==> src/rtl/mips_mc_ctrl_if.sv <==
// Control bundle between the multi-cycle controller and the MIPS datapath.
// The controller (master) reads instruction fields and ALU flags and drives
// every datapath select/enable plus the sticky status outputs.
interface mips_mc_ctrl_if #(
    parameter int RET_W = 32
);
    logic [5:0]       opcode;
    logic [5:0]       funct;
    logic             zero;
    logic             OF;

    logic             PCWr;
    logic             IRWr;
    logic             MemWr;
    logic             RegWr;
    logic             IorD;
    logic [1:0]       RegDst;
    logic             MemtoReg;
    logic             ALUSrcA;
    logic [1:0]       ALUSrcB;
    logic [1:0]       ALUctr;
    logic             addi;
    logic [1:0]       ExtOp;
    logic [1:0]       PCSrc;

    logic             ovf;
    logic             illegal;
    logic [RET_W-1:0] retired;

    modport master (
        input  opcode, funct, zero, OF,
        output PCWr, IRWr, MemWr, RegWr, IorD, RegDst, MemtoReg,
               ALUSrcA, ALUSrcB, ALUctr, addi, ExtOp, PCSrc,
               ovf, illegal, retired
    );

    modport slave (
        output opcode, funct, zero, OF,
        input  PCWr, IRWr, MemWr, RegWr, IorD, RegDst, MemtoReg,
               ALUSrcA, ALUSrcB, ALUctr, addi, ExtOp, PCSrc,
               ovf, illegal, retired
    );
endinterface

==> src/rtl/mips_mc_ctrl.sv <==
// Multi-cycle MIPS control unit: FETCH/DECODE/EXE/MEM/WB sequencing,
// Moore-decoded datapath controls, sticky ovf/illegal and a retire counter.
module mips_mc_ctrl #(
    parameter int RET_W = 32
) (
    input  logic            clk,
    input  logic            rst_n,
    mips_mc_ctrl_if.master  bus
);
    typedef enum logic [3:0] {
        st_fetch   = 4'd0,
        st_decode  = 4'd1,
        st_exe     = 4'd2,
        st_wb_alu  = 4'd3,
        st_mem_adr = 4'd4,
        st_mem_rd  = 4'd5,
        st_wb_lw   = 4'd6,
        st_mem_wr  = 4'd7,
        st_branch  = 4'd8,
        st_jump    = 4'd9,
        st_halt    = 4'd10
    } state_t;

    localparam logic [5:0] OP_RTYPE = 6'b000000;
    localparam logic [5:0] OP_ADDI  = 6'b001000;
    localparam logic [5:0] OP_ORI   = 6'b001101;
    localparam logic [5:0] OP_LUI   = 6'b001111;
    localparam logic [5:0] OP_LW    = 6'b100011;
    localparam logic [5:0] OP_SW    = 6'b101011;
    localparam logic [5:0] OP_BEQ   = 6'b000100;
    localparam logic [5:0] OP_J     = 6'b000010;
    localparam logic [5:0] FN_ADDU  = 6'b100001;
    localparam logic [5:0] FN_SUBU  = 6'b100011;
    localparam logic [5:0] FN_SLT   = 6'b101010;

    state_t           state_reg, state_next;
    logic             ovf_q_reg;
    logic             ovf_reg;
    logic             illegal_reg;
    logic [RET_W-1:0] retired_reg;

    logic is_rtype, is_addi, is_ori, is_lui, is_lw, is_sw, is_beq, is_j;
    logic r_ok;
    logic set_illegal;
    logic retire;

    logic       pcwr_d, irwr_d, memwr_d, regwr_d, iord_d, memtoreg_d, alusrca_d, addi_d;
    logic [1:0] regdst_d, alusrcb_d, aluctr_d, extop_d, pcsrc_d;

    assign is_rtype = (bus.opcode == OP_RTYPE);
    assign is_addi  = (bus.opcode == OP_ADDI);
    assign is_ori   = (bus.opcode == OP_ORI);
    assign is_lui   = (bus.opcode == OP_LUI);
    assign is_lw    = (bus.opcode == OP_LW);
    assign is_sw    = (bus.opcode == OP_SW);
    assign is_beq   = (bus.opcode == OP_BEQ);
    assign is_j     = (bus.opcode == OP_J);
    assign r_ok     = is_rtype && ((bus.funct == FN_ADDU) || (bus.funct == FN_SUBU) ||
                                   (bus.funct == FN_SLT));

    // Instructions finish on these states; the counter steps on their edge.
    assign retire = (state_reg == st_wb_alu) || (state_reg == st_wb_lw) ||
                    (state_reg == st_mem_wr) || (state_reg == st_branch) ||
                    (state_reg == st_jump);

    // Next-state selection and Moore control decode (all controls default 0).
    always_comb begin
        state_next  = state_reg;
        set_illegal = 1'b0;
        pcwr_d      = 1'b0;
        irwr_d      = 1'b0;
        memwr_d     = 1'b0;
        regwr_d     = 1'b0;
        iord_d      = 1'b0;
        memtoreg_d  = 1'b0;
        alusrca_d   = 1'b0;
        addi_d      = 1'b0;
        regdst_d    = 2'b00;
        alusrcb_d   = 2'b00;
        aluctr_d    = 2'b00;
        extop_d     = 2'b00;
        pcsrc_d     = 2'b00;
        unique case (state_reg)
            st_fetch: begin
                irwr_d     = 1'b1;
                alusrcb_d  = 2'b01;
                pcwr_d     = 1'b1;
                state_next = st_decode;
            end
            st_decode: begin
                // Branch target PC+4+(imm<<2) is computed here speculatively.
                alusrcb_d = 2'b11;
                extop_d   = 2'b01;
                if (r_ok || is_addi || is_ori || is_lui) begin
                    state_next = st_exe;
                end else if (is_lw || is_sw) begin
                    state_next = st_mem_adr;
                end else if (is_beq) begin
                    state_next = st_branch;
                end else if (is_j) begin
                    state_next = st_jump;
                end else begin
                    state_next  = st_halt;
                    set_illegal = 1'b1;
                end
            end
            st_exe: begin
                alusrca_d = 1'b1;
                if (is_rtype) begin
                    alusrcb_d = 2'b00;
                    if (bus.funct == FN_SUBU)     aluctr_d = 2'b01;
                    else if (bus.funct == FN_SLT) aluctr_d = 2'b11;
                    else                          aluctr_d = 2'b00;
                end else if (is_addi) begin
                    alusrcb_d = 2'b10;
                    extop_d   = 2'b01;
                    addi_d    = 1'b1;
                end else if (is_ori) begin
                    // Immediate operand still comes through the extender.
                    alusrcb_d = 2'b10;
                    extop_d   = 2'b00;
                    aluctr_d  = 2'b10;
                end else begin
                    // lui: rs is $0, so OR with imm<<16 yields the result.
                    alusrcb_d = 2'b10;
                    extop_d   = 2'b10;
                    aluctr_d  = 2'b10;
                end
                state_next = st_wb_alu;
            end
            st_wb_alu: begin
                regdst_d   = is_rtype ? 2'b01 : 2'b00;
                regwr_d    = ~ovf_q_reg;
                state_next = st_fetch;
            end
            st_mem_adr: begin
                alusrca_d  = 1'b1;
                alusrcb_d  = 2'b10;
                extop_d    = 2'b01;
                state_next = is_lw ? st_mem_rd : st_mem_wr;
            end
            st_mem_rd: begin
                iord_d     = 1'b1;
                state_next = st_wb_lw;
            end
            st_wb_lw: begin
                memtoreg_d = 1'b1;
                regwr_d    = 1'b1;
                state_next = st_fetch;
            end
            st_mem_wr: begin
                iord_d     = 1'b1;
                memwr_d    = 1'b1;
                state_next = st_fetch;
            end
            st_branch: begin
                alusrca_d  = 1'b1;
                aluctr_d   = 2'b01;
                pcsrc_d    = 2'b01;
                pcwr_d     = bus.zero;
                state_next = st_fetch;
            end
            st_jump: begin
                pcsrc_d    = 2'b10;
                pcwr_d     = 1'b1;
                state_next = st_fetch;
            end
            st_halt: begin
                state_next = st_halt;
            end
            default: begin
                state_next = st_fetch;
            end
        endcase
    end

    // State register plus sticky flags and retire counter.
    always_ff @(posedge clk) begin
        if (!rst_n) begin
            state_reg   <= st_fetch;
            ovf_q_reg   <= 1'b0;
            ovf_reg     <= 1'b0;
            illegal_reg <= 1'b0;
            retired_reg <= '0;
        end else begin
            state_reg <= state_next;
            if (state_reg == st_exe) begin
                ovf_q_reg <= is_addi & bus.OF;
            end
            if ((state_reg == st_wb_alu) && ovf_q_reg) begin
                ovf_reg <= 1'b1;
            end
            if (set_illegal) begin
                illegal_reg <= 1'b1;
            end
            if (retire) begin
                retired_reg <= retired_reg + RET_W'(1);
            end
        end
    end

    // Everything is held at 0 while reset is asserted so no write can slip out.
    assign bus.PCWr     = rst_n & pcwr_d;
    assign bus.IRWr     = rst_n & irwr_d;
    assign bus.MemWr    = rst_n & memwr_d;
    assign bus.RegWr    = rst_n & regwr_d;
    assign bus.IorD     = rst_n & iord_d;
    assign bus.MemtoReg = rst_n & memtoreg_d;
    assign bus.ALUSrcA  = rst_n & alusrca_d;
    assign bus.addi     = rst_n & addi_d;
    assign bus.RegDst   = rst_n ? regdst_d  : 2'b00;
    assign bus.ALUSrcB  = rst_n ? alusrcb_d : 2'b00;
    assign bus.ALUctr   = rst_n ? aluctr_d  : 2'b00;
    assign bus.ExtOp    = rst_n ? extop_d   : 2'b00;
    assign bus.PCSrc    = rst_n ? pcsrc_d   : 2'b00;
    assign bus.ovf      = rst_n & ovf_reg;
    assign bus.illegal  = rst_n & illegal_reg;
    assign bus.retired  = rst_n ? retired_reg : '0;
endmodule
==> src/flat_wrapper.sv <==
// flat-port wrapper written by rule: the top's interface ports become plain ports
module mips_mc_ctrl_flat 
#(
    parameter int RET_W = 32
)
  (clk, rst_n, bus_opcode, bus_funct, bus_zero, bus_OF, bus_PCWr, bus_IRWr, bus_MemWr, bus_RegWr, bus_IorD, bus_RegDst, bus_MemtoReg, bus_ALUSrcA, bus_ALUSrcB, bus_ALUctr, bus_addi, bus_ExtOp, bus_PCSrc, bus_ovf, bus_illegal, bus_retired);
  mips_mc_ctrl_if #(.RET_W(RET_W)) bus_i ();
  input  logic clk;
  input  logic rst_n;
  input wire logic [$bits(bus_i.opcode)-1:0] bus_opcode;
  input wire logic [$bits(bus_i.funct)-1:0] bus_funct;
  input wire logic [$bits(bus_i.zero)-1:0] bus_zero;
  input wire logic [$bits(bus_i.OF)-1:0] bus_OF;
  output wire logic [$bits(bus_i.PCWr)-1:0] bus_PCWr;
  output wire logic [$bits(bus_i.IRWr)-1:0] bus_IRWr;
  output wire logic [$bits(bus_i.MemWr)-1:0] bus_MemWr;
  output wire logic [$bits(bus_i.RegWr)-1:0] bus_RegWr;
  output wire logic [$bits(bus_i.IorD)-1:0] bus_IorD;
  output wire logic [$bits(bus_i.RegDst)-1:0] bus_RegDst;
  output wire logic [$bits(bus_i.MemtoReg)-1:0] bus_MemtoReg;
  output wire logic [$bits(bus_i.ALUSrcA)-1:0] bus_ALUSrcA;
  output wire logic [$bits(bus_i.ALUSrcB)-1:0] bus_ALUSrcB;
  output wire logic [$bits(bus_i.ALUctr)-1:0] bus_ALUctr;
  output wire logic [$bits(bus_i.addi)-1:0] bus_addi;
  output wire logic [$bits(bus_i.ExtOp)-1:0] bus_ExtOp;
  output wire logic [$bits(bus_i.PCSrc)-1:0] bus_PCSrc;
  output wire logic [$bits(bus_i.ovf)-1:0] bus_ovf;
  output wire logic [$bits(bus_i.illegal)-1:0] bus_illegal;
  output wire logic [$bits(bus_i.retired)-1:0] bus_retired;
  assign bus_i.opcode = bus_opcode;
  assign bus_i.funct = bus_funct;
  assign bus_i.zero = bus_zero;
  assign bus_i.OF = bus_OF;
  assign bus_PCWr = bus_i.PCWr;
  assign bus_IRWr = bus_i.IRWr;
  assign bus_MemWr = bus_i.MemWr;
  assign bus_RegWr = bus_i.RegWr;
  assign bus_IorD = bus_i.IorD;
  assign bus_RegDst = bus_i.RegDst;
  assign bus_MemtoReg = bus_i.MemtoReg;
  assign bus_ALUSrcA = bus_i.ALUSrcA;
  assign bus_ALUSrcB = bus_i.ALUSrcB;
  assign bus_ALUctr = bus_i.ALUctr;
  assign bus_addi = bus_i.addi;
  assign bus_ExtOp = bus_i.ExtOp;
  assign bus_PCSrc = bus_i.PCSrc;
  assign bus_ovf = bus_i.ovf;
  assign bus_illegal = bus_i.illegal;
  assign bus_retired = bus_i.retired;
  mips_mc_ctrl #(.RET_W(RET_W)) u_core (.clk(clk), .rst_n(rst_n), .bus(bus_i));
endmodule
==> config.mk <==
export PLATFORM = sky130hd
export DESIGN_NAME = mips_mc_ctrl_flat
export DESIGN_NICKNAME = d
export VERILOG_FILES = /design/src/rtl/mips_mc_ctrl_if.sv /design/src/rtl/mips_mc_ctrl.sv /design/src/flat_wrapper.sv
export SDC_FILE = /design/constraint.sdc
export NUM_CORES = 1
export LEC_CHECK = 0
export CAP_MARGIN = 5
export CORE_ASPECT_RATIO = 1.5
export CORE_MARGIN = 2
export CORE_UTILIZATION = 35
export DETAILED_ROUTE_END_ITERATION = 10
export HOLD_SLACK_MARGIN = 0.1
export PLACE_DENSITY = 0.62
export SETUP_SLACK_MARGIN = 0.3
export SYNTH_ARGS = -nofsm -noshare
export SYNTH_HDL_FRONTEND = slang
export SYNTH_SLANG_ARGS = --single-unit
==> constraint.sdc <==
create_clock -name clk -period 2.1 [get_ports clk]
set_input_delay 0.42 -clock clk [delete_from_list [all_inputs] [get_ports clk]]
set_output_delay 0.42 -clock clk [all_outputs]
set_load 0.1 [all_outputs]
==> summary.md <==
| Metric | Value |
|---|---|
| Inst Count DP | 483 |
| Final Setup Violations | 2 |
| CTS clk-pin slew, worst paths | 0.08 ns |
| Setup slack after layout | -0.0114 ns |
| Worst Setup Start Kind | flop |
| DRC | 0 |
| Worst Setup End Kind | output port |
| Routed Antenna Nets | 0 |
| Sequential Power Share | 34.9% |
| Worst-Margin Slew | 0.486 ns |
| CP Class | reg -> out |
| DR pass1 iterations | 4 |
| Register area | 822 sq um |
| Antenna violations before repair | 0 |
| Register area share after synthesis | 32.7% |
| Psw | 838 uW |
| I/O Pins | 68 |
| Clock share of power | 22.5% |
| Top cell by count, worst path | buf_12 |
| Vias in the first global route | 2867 |
| Pleak | 0.00199 uW |
| DR iter-0 viols | 104 |
| Slew margin rel. | 67.1% |
| Global-route wire length before repair | 13.0 mm |
| Max reg flops | 32 |
| Comb power frac | 42.5% |
| CTS Hold Bufs | 0 |
| Failing checks | negative setup slack |
| Int Pwr | 1380 uW |
| Share of cells above drive strength 1 | 61.2% |
| Worst Path Required | 1.68 ns |
| CP Cell Sequence | buf_12 > buf_4 > o21ai_0 > nand2_1 > a21oi_4 > buf_12 |
| Max-cap violations | 0 |
| Grt ovf | 0 |
| Nets | 477 |
| Placed Instance Area | 0.00420 sq mm |
| Syn avg cell area | 7.57 sq um |
| CTS Buf Count | 5 |
| Slew Limit Fails | 0 |
| Final Cycle Share | 101% |
| Worst Hold Class | reg -> reg |
| Inserted Diodes | 0 |
| Setup Skew | 0.00724 ns |
| Post-Synthesis Cells | 316 |
| Status | finished with violations |
| Core footprint | 0.00658 sq mm |
| Detailed Place HPWL | 5.49 mm |
| Post-Layout Cell Count | 537 |
| Skew-Pair Late Insertion Delay | 0.30 ns |
| Max clock buf depth | 2 |
| Crit path max-delay cell type | dfxtp_4 |
| Sw Ratio | 37.7% |
| Commonest non-fill, non-tap cells in the layout | buf_4 (66), buf_12 (55), nor2_1 (42) |
| Commonest non-fill, non-tap cell in the layout | buf_4 |
| CTS tree | built |
| Multi-input logic area | 0.00201 sq mm |
| Critical Path Max Stage Delay | 0.36 ns |
| Total GRT Usage | 21.3% |
| Rows | 36 |
| Layout area overhead | 109% |
| Largest net degree at the start of global routing | 17 |
| CP arrival | 1.69 ns |
| Worst path bufs/invs | 3 |
| Unrepaired setup endpoints after global routing | true |
| Die area | 0.00752 sq mm |
| FMAX | 474 MHz |
| Fill count | 412 |
| Die height | 105 um |
| Final GP Congestion | 0.814 |
| DR WL/cell | 16.0 um |
| Vias per cell | 5.33 |
| Synth Register Bits | 39 |
| Area of the mapped netlist | 0.00239 sq mm |
| Final min period | 2.11 ns |
| Die width | 71.5 um |
| Post-synth EDFFs | 0 |
| Sink Count | 39 |
| Final non-filler cell area | 0.00499 sq mm |
| Yosys warning count | 0 |
| Final WL | 8.58 mm |
| Post-Syn Nets | 333 |
| # H-tree levels | 2 |
| PD cells | 446 mW/mm^2 |
| Post-synth ARST share | 0% |
| Most common flop cell mapped by yosys | dfxtp_1 |
| IO Port Bufs | 66 |
| Synth unique cells | 42 |
| Worst-path fanout max | 6 |
| Final hold viol count | 0 |
| Root Buffer | clkbuf_8 |
| Largest delay share family, worst path | buffers and inverters |
| Peak VDD IR | 392 uV |
| Starting Density | 36.4% |
| Via count | 2862 |
routing by layer:
metal / wire length [um] / share of wire (%) / GRT usage, %
met4: 250 / 2.9 / 9.16
met5: 0 / 0 / 0
met1: 3110 / 36 / 22.7
met2: 4900 / 57 / 40.2
met3: 319 / 3.7 / 2.87
worst register-to-register path, delay by kind of cell, from the launching register on:
kind	cells	cell delay [ns]
multiplexers	1	0.30
AND/OR/NAND/NOR	2	0.56
AO/OA/AOI/OAI	1	0.24
flip-flops	1	0.37
buffers and inverters	2	0.26
cell type report:
cell class              count  area share, %
flip-flops and latches     39           16.5
repair buffers            155           38.6
multi-input cells         248           40.4
well taps                  76           1.91
clock inverters             1          0.100
clock buffers               7           1.53
inverters                  11           1.00
power groups by stage:
stage | logic, uW | clock network, uW | registers, uW
finish | 945 | 501 | 777
global route | 992 | 543 | 778
CTS | 845 | 512 | 778
detailed placement | 730 | 0 | 797
global placement | 721 | 0 | 796
floorplan | 490 | 0 | 786
per-stage QoR:
step	hold WS [ns]	util, %	TNS [ns]	worst slack [ns]	power (uW)
5_1_grt	0.524	75.9	-0.169	-0.0809	2310
4_1_cts	0.508	70.9	0	0.0450	2130
3_5_place_dp	0.484	63.9	-1.98	-0.350	1530
6_report	0.506	75.9	-0.0226	-0.0114	2220
2_1_floorplan	0.432	-	-2.65	-0.473	1280
3_3_place_gp	0.469	63.9	-1.80	-0.344	1520
synth_stat cells, types with 9 or more instances:
| master | number | area share, % |
|---|---|---|
| nor2_1 | 60 | 9.4 |
| dfxtp_1 | 39 | 33 |
| and2_1 | 28 | 7.3 |
| nand2_1 | 23 | 3.6 |
| a21oi_1 | 15 | 3.1 |
| mux2_2 | 15 | 7.1 |
| nor3_1 | 15 | 3.1 |
| nand4_1 | 14 | 3.7 |
| inv_1 | 11 | 1.7 |
| nor4_1 | 11 | 2.9 |
| clkbuf_1 | 10 | 1.6 |
| o21ai_0 | 9 | 1.9 |
cell families after synthesis:
kind of cell,Yosys count,share of synthesized area (%)
AND/OR/NAND/NOR,181,40.1
flip-flops,39,32.7
AO/OA/AOI/OAI,33,7.95
buffers and inverters,29,5.02
XOR/XNOR,16,5.86
multiplexers,16,7.69
adder cells (fa/ha/maj),1,0.523
other,1,0.157
what timing repair did:
action,in CTS,in global routing
pin swaps,23,25
endpoints found under the setup margin,64,45
resized for setup,85,62
buffers inserted,26,20
path summary, 6_finish.rpt:
kind	depth (start not counted)	to	slack (ns)	startpoint
min reg2reg	2	u_core.ovf_reg	0.51	u_core.ovf_reg
max reg2reg	6	u_core.retired_reg[20]	0.27	u_core.state_reg[1]
min	2	u_core.ovf_reg	0.51	u_core.ovf_reg
max	6	bus_ALUSrcB[1]	-0.01	u_core.state_reg[2]
Note: power is estimated with default switching activity, not from simulation.
